[src/rtl/avalon_dram_controller_ctrl.sv]
// Control FSM for the Avalon DRAM controller: turns NoC0 LOAD_MEM/STORE_MEM requests into datapath strobes and Avalon-MM commands.
// Define AVALON_DRAM_CTRL_PERF_EN to build the load/store/stall performance counters; otherwise the perf ports read 0.
`ifndef MSG_TYPE_WIDTH
`define MSG_TYPE_WIDTH 8
`endif
`ifndef MSG_TYPE_LOAD_MEM
`define MSG_TYPE_LOAD_MEM 8'd19
`endif
`ifndef MSG_TYPE_STORE_MEM
`define MSG_TYPE_STORE_MEM 8'd20
`endif

module avalon_dram_controller_ctrl #(
    parameter logic [1:0] WR_DRAIN_SRC      = 2'd2,
    parameter logic [1:0] WR_FIRST_SRC      = 2'd1,
    parameter logic [1:0] WR_COPY_SRC       = 2'd0,
    parameter logic       METADATA_SEL_FULL = 1'd0,
    parameter logic       METADATA_SEL_PART = 1'd1
) (
    input  logic                         clk,
    input  logic                         rst,
    input  logic                         noc0_ctovr_controller_val,
    output logic                         controller_noc0_ctovr_rdy,
    output logic                         controller_noc0_vrtoc_val,
    input  logic                         noc0_vrtoc_controller_rdy,
    output logic                         controller_mem_read,
    output logic                         controller_mem_write,
    input  logic                         mem_controller_wait_request,
    input  logic                         mem_controller_rd_data_valid,
    output logic                         ctrl_datap_store_hdr_flit,
    output logic                         ctrl_datap_init_metadata,
    output logic                         ctrl_datap_update_metadata,
    output logic                         ctrl_datap_update_metadata_sel,
    output logic                         ctrl_datap_send_hdr_flit,
    output logic                         ctrl_datap_incr_recv_flits,
    output logic                         ctrl_datap_incr_sent_flits,
    output logic                         ctrl_datap_store_rd_data,
    output logic                         ctrl_datap_store_save1,
    output logic                         ctrl_datap_store_msg_len,
    output logic [1:0]                   ctrl_datap_sel_store_src,
    input  logic [`MSG_TYPE_WIDTH-1:0]   datap_ctrl_msg_type,
    input  logic                         datap_ctrl_first_rd,
    input  logic                         datap_ctrl_last_req_flit,
    input  logic                         datap_ctrl_last_resp_flit,
    input  logic                         datap_ctrl_read_new_line,
    input  logic                         datap_ctrl_last_mem_write,
    output logic [31:0]                  perf_load_cnt,
    output logic [31:0]                  perf_store_cnt,
    output logic [31:0]                  perf_mem_stall_cnt
);

    localparam logic [`MSG_TYPE_WIDTH-1:0] LOAD_MEM  = `MSG_TYPE_LOAD_MEM;
    localparam logic [`MSG_TYPE_WIDTH-1:0] STORE_MEM = `MSG_TYPE_STORE_MEM;

    typedef enum logic [3:0] {
        S_IDLE,
        S_ST_FIRST,
        S_ST_BODY,
        S_ST_DRAIN,
        S_ST_ACK,
        S_LD_HDR,
        S_LD_REQ,
        S_LD_WAIT,
        S_LD_DATA,
        S_DISCARD
    } state_t;

    state_t state;
    state_t state_nxt;

    // The datapath tracks read position itself; the first-read flag is not needed here.
    logic unused_first_rd;
    assign unused_first_rd = datap_ctrl_first_rd;

    logic wr_done;
    assign wr_done = noc0_ctovr_controller_val & ~mem_controller_wait_request;

    always_comb begin
        state_nxt                      = state;
        controller_noc0_ctovr_rdy      = 1'b0;
        controller_noc0_vrtoc_val      = 1'b0;
        controller_mem_read            = 1'b0;
        controller_mem_write           = 1'b0;
        ctrl_datap_store_hdr_flit      = 1'b0;
        ctrl_datap_init_metadata       = 1'b0;
        ctrl_datap_update_metadata     = 1'b0;
        ctrl_datap_update_metadata_sel = METADATA_SEL_FULL;
        ctrl_datap_send_hdr_flit       = 1'b0;
        ctrl_datap_incr_recv_flits     = 1'b0;
        ctrl_datap_incr_sent_flits     = 1'b0;
        ctrl_datap_store_rd_data       = 1'b0;
        ctrl_datap_store_save1         = 1'b0;
        ctrl_datap_store_msg_len       = 1'b0;
        ctrl_datap_sel_store_src       = WR_COPY_SRC;

        case (state)
            S_IDLE: begin
                controller_noc0_ctovr_rdy = 1'b1;
                if (noc0_ctovr_controller_val) begin
                    ctrl_datap_store_hdr_flit = 1'b1;
                    ctrl_datap_init_metadata  = 1'b1;
                    ctrl_datap_store_msg_len  = 1'b1;
                    if (datap_ctrl_msg_type == STORE_MEM) begin
                        state_nxt = S_ST_FIRST;
                    end else if (datap_ctrl_msg_type == LOAD_MEM) begin
                        state_nxt = S_LD_HDR;
                    end else begin
                        state_nxt = S_DISCARD;
                    end
                end
            end
            // Each data flit becomes one write; the flit is only taken when the write lands.
            S_ST_FIRST, S_ST_BODY: begin
                ctrl_datap_sel_store_src  = (state == S_ST_FIRST) ? WR_FIRST_SRC : WR_COPY_SRC;
                controller_mem_write      = noc0_ctovr_controller_val;
                controller_noc0_ctovr_rdy = wr_done;
                if (wr_done) begin
                    ctrl_datap_store_save1         = 1'b1;
                    ctrl_datap_incr_recv_flits     = 1'b1;
                    ctrl_datap_update_metadata     = 1'b1;
                    ctrl_datap_update_metadata_sel = (state == S_ST_FIRST) ? METADATA_SEL_PART
                                                                            : METADATA_SEL_FULL;
                    if (datap_ctrl_last_mem_write) begin
                        state_nxt = S_ST_ACK;
                    end else if (datap_ctrl_last_req_flit) begin
                        state_nxt = S_ST_DRAIN;
                    end else begin
                        state_nxt = S_ST_BODY;
                    end
                end
            end
            S_ST_DRAIN: begin
                ctrl_datap_sel_store_src = WR_DRAIN_SRC;
                controller_mem_write     = 1'b1;
                if (!mem_controller_wait_request) begin
                    ctrl_datap_update_metadata = 1'b1;
                    state_nxt                  = S_ST_ACK;
                end
            end
            S_ST_ACK, S_LD_HDR: begin
                ctrl_datap_send_hdr_flit  = 1'b1;
                controller_noc0_vrtoc_val = 1'b1;
                if (noc0_vrtoc_controller_rdy) begin
                    state_nxt = (state == S_ST_ACK) ? S_IDLE : S_LD_REQ;
                end
            end
            S_LD_REQ: begin
                controller_mem_read = 1'b1;
                if (!mem_controller_wait_request) begin
                    state_nxt = S_LD_WAIT;
                end
            end
            S_LD_WAIT: begin
                if (mem_controller_rd_data_valid) begin
                    ctrl_datap_store_rd_data = 1'b1;
                    state_nxt                = S_LD_DATA;
                end
            end
            S_LD_DATA: begin
                controller_noc0_vrtoc_val = 1'b1;
                if (noc0_vrtoc_controller_rdy) begin
                    ctrl_datap_incr_sent_flits = 1'b1;
                    ctrl_datap_update_metadata = 1'b1;
                    if (datap_ctrl_last_resp_flit) begin
                        state_nxt = S_IDLE;
                    end else if (datap_ctrl_read_new_line) begin
                        state_nxt = S_LD_REQ;
                    end
                end
            end
            S_DISCARD: begin
                controller_noc0_ctovr_rdy = 1'b1;
                if (noc0_ctovr_controller_val) begin
                    ctrl_datap_incr_recv_flits = 1'b1;
                    if (datap_ctrl_last_req_flit) begin
                        state_nxt = S_IDLE;
                    end
                end
            end
            default: state_nxt = S_IDLE;
        endcase

        // Hold every handshake and strobe quiet while reset is asserted.
        if (rst) begin
            state_nxt                      = S_IDLE;
            controller_noc0_ctovr_rdy      = 1'b0;
            controller_noc0_vrtoc_val      = 1'b0;
            controller_mem_read            = 1'b0;
            controller_mem_write           = 1'b0;
            ctrl_datap_store_hdr_flit      = 1'b0;
            ctrl_datap_init_metadata       = 1'b0;
            ctrl_datap_update_metadata     = 1'b0;
            ctrl_datap_update_metadata_sel = METADATA_SEL_FULL;
            ctrl_datap_send_hdr_flit       = 1'b0;
            ctrl_datap_incr_recv_flits     = 1'b0;
            ctrl_datap_incr_sent_flits     = 1'b0;
            ctrl_datap_store_rd_data       = 1'b0;
            ctrl_datap_store_save1         = 1'b0;
            ctrl_datap_store_msg_len       = 1'b0;
            ctrl_datap_sel_store_src       = WR_COPY_SRC;
        end
    end

    always_ff @(posedge clk) begin
        if (rst) begin
            state <= S_IDLE;
        end else begin
            state <= state_nxt;
        end
    end

`ifdef AVALON_DRAM_CTRL_PERF_EN
    logic [31:0] load_cnt;
    logic [31:0] store_cnt;
    logic [31:0] stall_cnt;

    // Counters wrap naturally at 2^32.
    always_ff @(posedge clk) begin
        if (rst) begin
            load_cnt  <= '0;
            store_cnt <= '0;
            stall_cnt <= '0;
        end else begin
            if (state == S_LD_HDR && noc0_vrtoc_controller_rdy) begin
                load_cnt <= load_cnt + 32'd1;
            end
            if (state == S_ST_ACK && noc0_vrtoc_controller_rdy) begin
                store_cnt <= store_cnt + 32'd1;
            end
            if ((controller_mem_read | controller_mem_write) & mem_controller_wait_request) begin
                stall_cnt <= stall_cnt + 32'd1;
            end
        end
    end

    assign perf_load_cnt      = load_cnt;
    assign perf_store_cnt     = store_cnt;
    assign perf_mem_stall_cnt = stall_cnt;
`else
    assign perf_load_cnt      = '0;
    assign perf_store_cnt     = '0;
    assign perf_mem_stall_cnt = '0;
`endif

endmodule
[config.mk]
export PLATFORM = sky130hd
export DESIGN_NAME = avalon_dram_controller_ctrl
export DESIGN_NICKNAME = d
export VERILOG_FILES = /design/src/rtl/avalon_dram_controller_ctrl.sv
export SDC_FILE = /design/constraint.sdc
export NUM_CORES = 1
export LEC_CHECK = 0
export BUFFER_PORTS_ARGS = -buffer_cell sky130_fd_sc_hd__buf_4
export CAP_MARGIN = 20
export CORE_ASPECT_RATIO = 0.8
export CORE_MARGIN = 2
export CORE_UTILIZATION = 33
export CTS_CLUSTER_SIZE = 25
export DETAILED_ROUTE_END_ITERATION = 8
export PLACE_DENSITY = 0.7
export SLEW_MARGIN = 20
export SYNTH_ARGS = -nofsm -noshare
export SYNTH_HDL_FRONTEND = slang
export SYNTH_SLANG_ARGS = --single-unit
[constraint.sdc]
create_clock -name clk -period 3.2 [get_ports clk]
set_input_delay 0.64 -clock clk [delete_from_list [all_inputs] [get_ports clk]]
set_output_delay 0.64 -clock clk [all_outputs]
set_load 0.02 [all_outputs]
## Yosys cells after proc, flatten, opt, wreduce, memory -nomap -nowiden

Index checks and enable logic that the tools add are counted.

- Equality and inequality tests: 21
- Bitwise gates (word level): 2
- Muxes and demuxes: 51
- Reductions and logical operators: 6

Operators with widths:

| cell | number |
|---|---|
| $mux 4 | 13 |
| $pmux 4 s8 | 1 |
| $mux 1 | 29 |
| $ne 2x2->1 const B | 9 |
| $eq 4x3->1 const B | 4 |
| $eq 8x5->1 const B | 2 |
| $reduce_and 10->1 | 1 |
| $eq 4x2->1 const B | 2 |
| $eq 4x4->1 const B | 2 |
| $mux 3 | 2 |
| $pmux 1 s2 | 3 |
| $reduce_or 2->1 | 3 |
| $eq 4x1->1 const B | 1 |
| $logic_not 4->1 | 1 |
| $pmux 2 s2 | 1 |
| $ne 3x3->1 const B | 1 |
| $pmux 1 s3 | 1 |
| $reduce_or 3->1 | 1 |
| $mux 2 | 1 |
| $and 1x1->1 | 1 |
| $not 1->1 | 1 |

- Bits of input ports: 19
- Register bits: 4
- Word-level logic and storage cells: 81
- Output and inout port bits: 112

## Logic depth before layout (Yosys ltp)

- Word-level depth: 5
- Mapped depth: 6
- Mapped depth without buffers: 5

## Worst setup path after synthesis

No wires, ideal clock.

- Kind: input to output
- Start: in rst
- End: out ctrl_datap_incr_recv_flits
- Slack: 0.404 ns
- Data required time: 2.560 ns
- Stages on the path: 4
- Path buffers: 1
- Arrival: 2.156 ns
- Cells stage by stage: clkbuf_1 nor2_1 nor4b_1 o21bai_1

- Cells in the longest elaborated chain, start to end: 1

RTL lines:

| item | RTL line | text |
|---|---|---|
| start: declaration | 21 | `input logic rst,` |
| $mux 1 | 184 | `if (rst) begin` |
| end: declaration | 35 | `output logic ctrl_datap_incr_recv_flits,` |

Every way passes these cells.

## Final worst setup path

- Start: reg state[1]
- End: out ctrl_datap_update_metadata

- Cells in the longest elaborated chain, start to end: 4
- Elaborated cells between the ends (all ways): 7
- Those cells by class: 4 x eq/ne; 2 x mux; 1 x reduce/logical

RTL lines:

| item | RTL line | text |
|---|---|---|
| start: declaration | 68 | `state_t state;` |
| start signal: assignment | 208 | `state <= state_nxt;` |
| $eq 4x1->1 / $eq 4x2->1 (equally long branches) | 96 | `case (state)` |
| $reduce_or 2->1 | 96 |  |
| $pmux 1 s3 * | 96 |  |
| $mux 1 * | 184 |  |
| end: declaration | 32 | `output logic ctrl_datap_update_metadata,` |

Every way passes the cells marked *; elsewhere a longest branch is shown, timed or not.

==> key figures <==
Timing
  – Least-Margin Pin Slew: 0.647 ns
  – Normalized max-slew margin: 0.568
  – F_max: 387 MHz
  – RSZ-0062 raised after global routing: false
  – Fin. Hold Viols: 0
  – Fin. max-slew vios: 0
  – Final worst-path cycle share: 0.807
  – Final min period: 2.58 ns
  – # setup viols final: 0
  – Worst Setup Slack, final: 0.616 ns
  – Setup TNS: 0 ns
  – Clk_skew: 0.00134 ns

CTS
  – Sinks on Clock Net: 4
  – CTS Root Cell: clkbuf_8
  – Cts bufs inserted: 3
  – Hold_buf cts: 0
  – CTS tree: yes
  – Bufs on Longest Clock Path: 2
  – Post_cts resized: 0
  – Worst skew pair latency: 0.22 ns
  – H-tree depth: 1
  – Clock transition at path regs: 0.03 ns
  – # Post-CTS Setup Buffers: 0

Floorplanning
  – Die area: 0.00476 mm²
  – Initial Util: 0.338
  – Chip Width: 76.7 µm
  – DIE HEIGHT: 62.1 µm
  – Rows: 21
  – Core Area: 0.00413 mm²
  – Num ports: roughly 130

Job
  – Max Cap Violations: 0

Placed design
  – Placer Congestion: 0.894
  – Pre-CTS setup slack: approximately 0.81 ns
  – Port bufs: 33
  – Placed Cells: about 270
  – Cell area after placement: 0.00129 mm²
  – DP Wirelength: between 2 and 2.5 mm

Layout
  – Max FFs per register: 4
  – # diodes: 0
  – Area Growth Syn to Fin: -4.31%
  – Share of layout cells above drive strength 1: 0.193
  – Nets: 239
  – Largest registers: state: 4 flops
  – Commonest non-fill, non-tap cells in the layout: 96 x conb_1, 33 x buf_4, 13 x nor2_1, 5 x inv_1, 5 x and3_1
  – Non-Filler Instances: roughly 280
  – Commonest non-fill, non-tap cell in the layout: conb_1
  – Largest Register: state
  – Design Area, Final: 0.00133 mm²

Drt
  – Routed WL: 2.62 mm
  – WL/cell: 9.51 µm
  – Vias per cell: between 3 and 4
  – Initial DRC Count: 96
  – DRT Pass-1 Iters: 4
  – DRC viols: 0
  – Antenna viol nets, final: 0
  – Via count: 1052

Critical path
  – Data arrival, critical path: ~1.9 ns
  – RR Endpoint: state[3]
  – WS Path Type: reg -> out
  – Reg2Reg Depth: 5
  – Critical path fanouts, max: 21
  – Worst EP required: about 2.6 ns
  – Reg2reg setup slack: 0.95 ns
  – CP Capture Type: primary output
  – Reg2reg start: state[2]
  – Crit start category: flop

Yosys
  – Cell Area, Synth: 0.00139 mm²
  – Avg Inst Size Synth: between 7 and 8 µm²
  – Most used DFF post-synth: dfxtp_1
  – Synth Register Bits: 4
  – Yosys warns: 0
  – Share of synthesized flip-flops with an asynchronous set or reset: 0
  – Count of cell types in the netlist: 43
  – Post-synthesis sequential area ratio: 0.0575
  – Cell count after synthesis: 192
  – EDFF count, synth: 0

Power and ir drop
  – PD cells: approximately 520 mW/mm²
  – Worst vdd ir: around 0.18 mV
  – Lkg Pwr: ~0.73 nW

Global route
  – Total track usage: 0.103
  – Total grt overflow: 0
  – Global-route wire length before repair: 4.07 mm
  – Initial antenna violation count: 0
  – Largest net degree at the start of global routing: 22
  – Vias in the first global route: 865

Outcome
  – Status: finished clean

Worst hold path
  – Hold path cells: 2
  – Hold/Removal Path Class: in -> reg
  – Hold EP: state[1]
  – Hold path start: rst
[cells by family (layout without fill, tap and decap cells)]
kind of cell,Yosys count,count (layout),share of synthesized area
DFF,4,4,0.0575
AOI/OAI and AO/OA,24,24,0.128
muxes,4,4,0.0359
xor gates and xnor gates,1,1,0.00628
other,1,96,0.00269
buffers and inverters,110,41,0.571
and+or+nand+nor,48,48,0.198
[worst max-delay path: stages (launching register included)]
cell	delay, ns
dfxtp_1	0.72
or2_1	0.35
nor2_1	0.13
and3_1	0.22
a21o_1	0.15
buf_4	0.15
[cells in the mapped netlist, drive strengths merged (2+ instances only)]
master	number	area share
a211oi	2	0.011
a21o	2	0.011
a21oi	4	0.017
a31oi	2	0.0090
and3	5	0.022
buf	103	0.55
clkbuf	2	0.0054
dfxtp	4	0.057
inv	5	0.013
mux2	2	0.022
mux2i	2	0.014
nand2	4	0.011
nand2b	2	0.0090
nand3	4	0.014
nor2	13	0.035
nor3	5	0.022
nor3b	4	0.022
nor4	2	0.0090
nor4b	2	0.013
o211ai	2	0.011
o21ai	4	0.014
[worst max path at each step]
stage,startpoint,endpoint,slack [ns],cells past startpoint
floorplan,rst,ctrl_datap_incr_recv_flits,0.40,4
detailed placement,rst,ctrl_datap_incr_recv_flits,0.81,5
finish,state[1],ctrl_datap_update_metadata,0.62,5
global route,state[1],ctrl_datap_update_metadata,0.48,5
global placement,rst,ctrl_datap_incr_recv_flits,0.84,5
CTS,state[1],ctrl_datap_update_metadata,0.63,5
[per-layer routing]
| metal | vias up | track usage | share of wire |
|---|---|---|---|
| met4 | 0 | 0.0591 | 0.010 |
| met2 | 67 | 0.173 | 0.49 |
| li1 | 504 | - | - |
| met3 | 2 | 0.0160 | 0.099 |
| met1 | 479 | 0.125 | 0.41 |
| met5 | - | 0 | 0 |
[power breakdown]
group | internal (mW) | leakage [nW] | switching (mW)
sequential | 0.0657 | 0.0328 | 0.0662
combinational | 0.164 | 0.679 | 0.293
clock | 0.0803 | 0.0216 | 0.0268
[area by class of cell]
type	instances	area (µm²)
multi-input cells	173	875
flip-flops and latches	4	80.1
well taps	57	71.3
repair buffers	33	248
clock buffers	3	41.3
inverters	5	18.8
fillers	467	2790
[per-stage QoR]
step	hold WS (ns)	util	total power [mW]
after global routing	0.693	0.323	0.746
after detailed placement	0.706	0.313	0.583
after floorplan	0.665	-	0.585
after CTS	0.662	0.323	0.693
after global placement	0.698	0.313	0.576
final	0.665	0.323	0.696
Note: power is estimated with default switching activity, not from simulation.
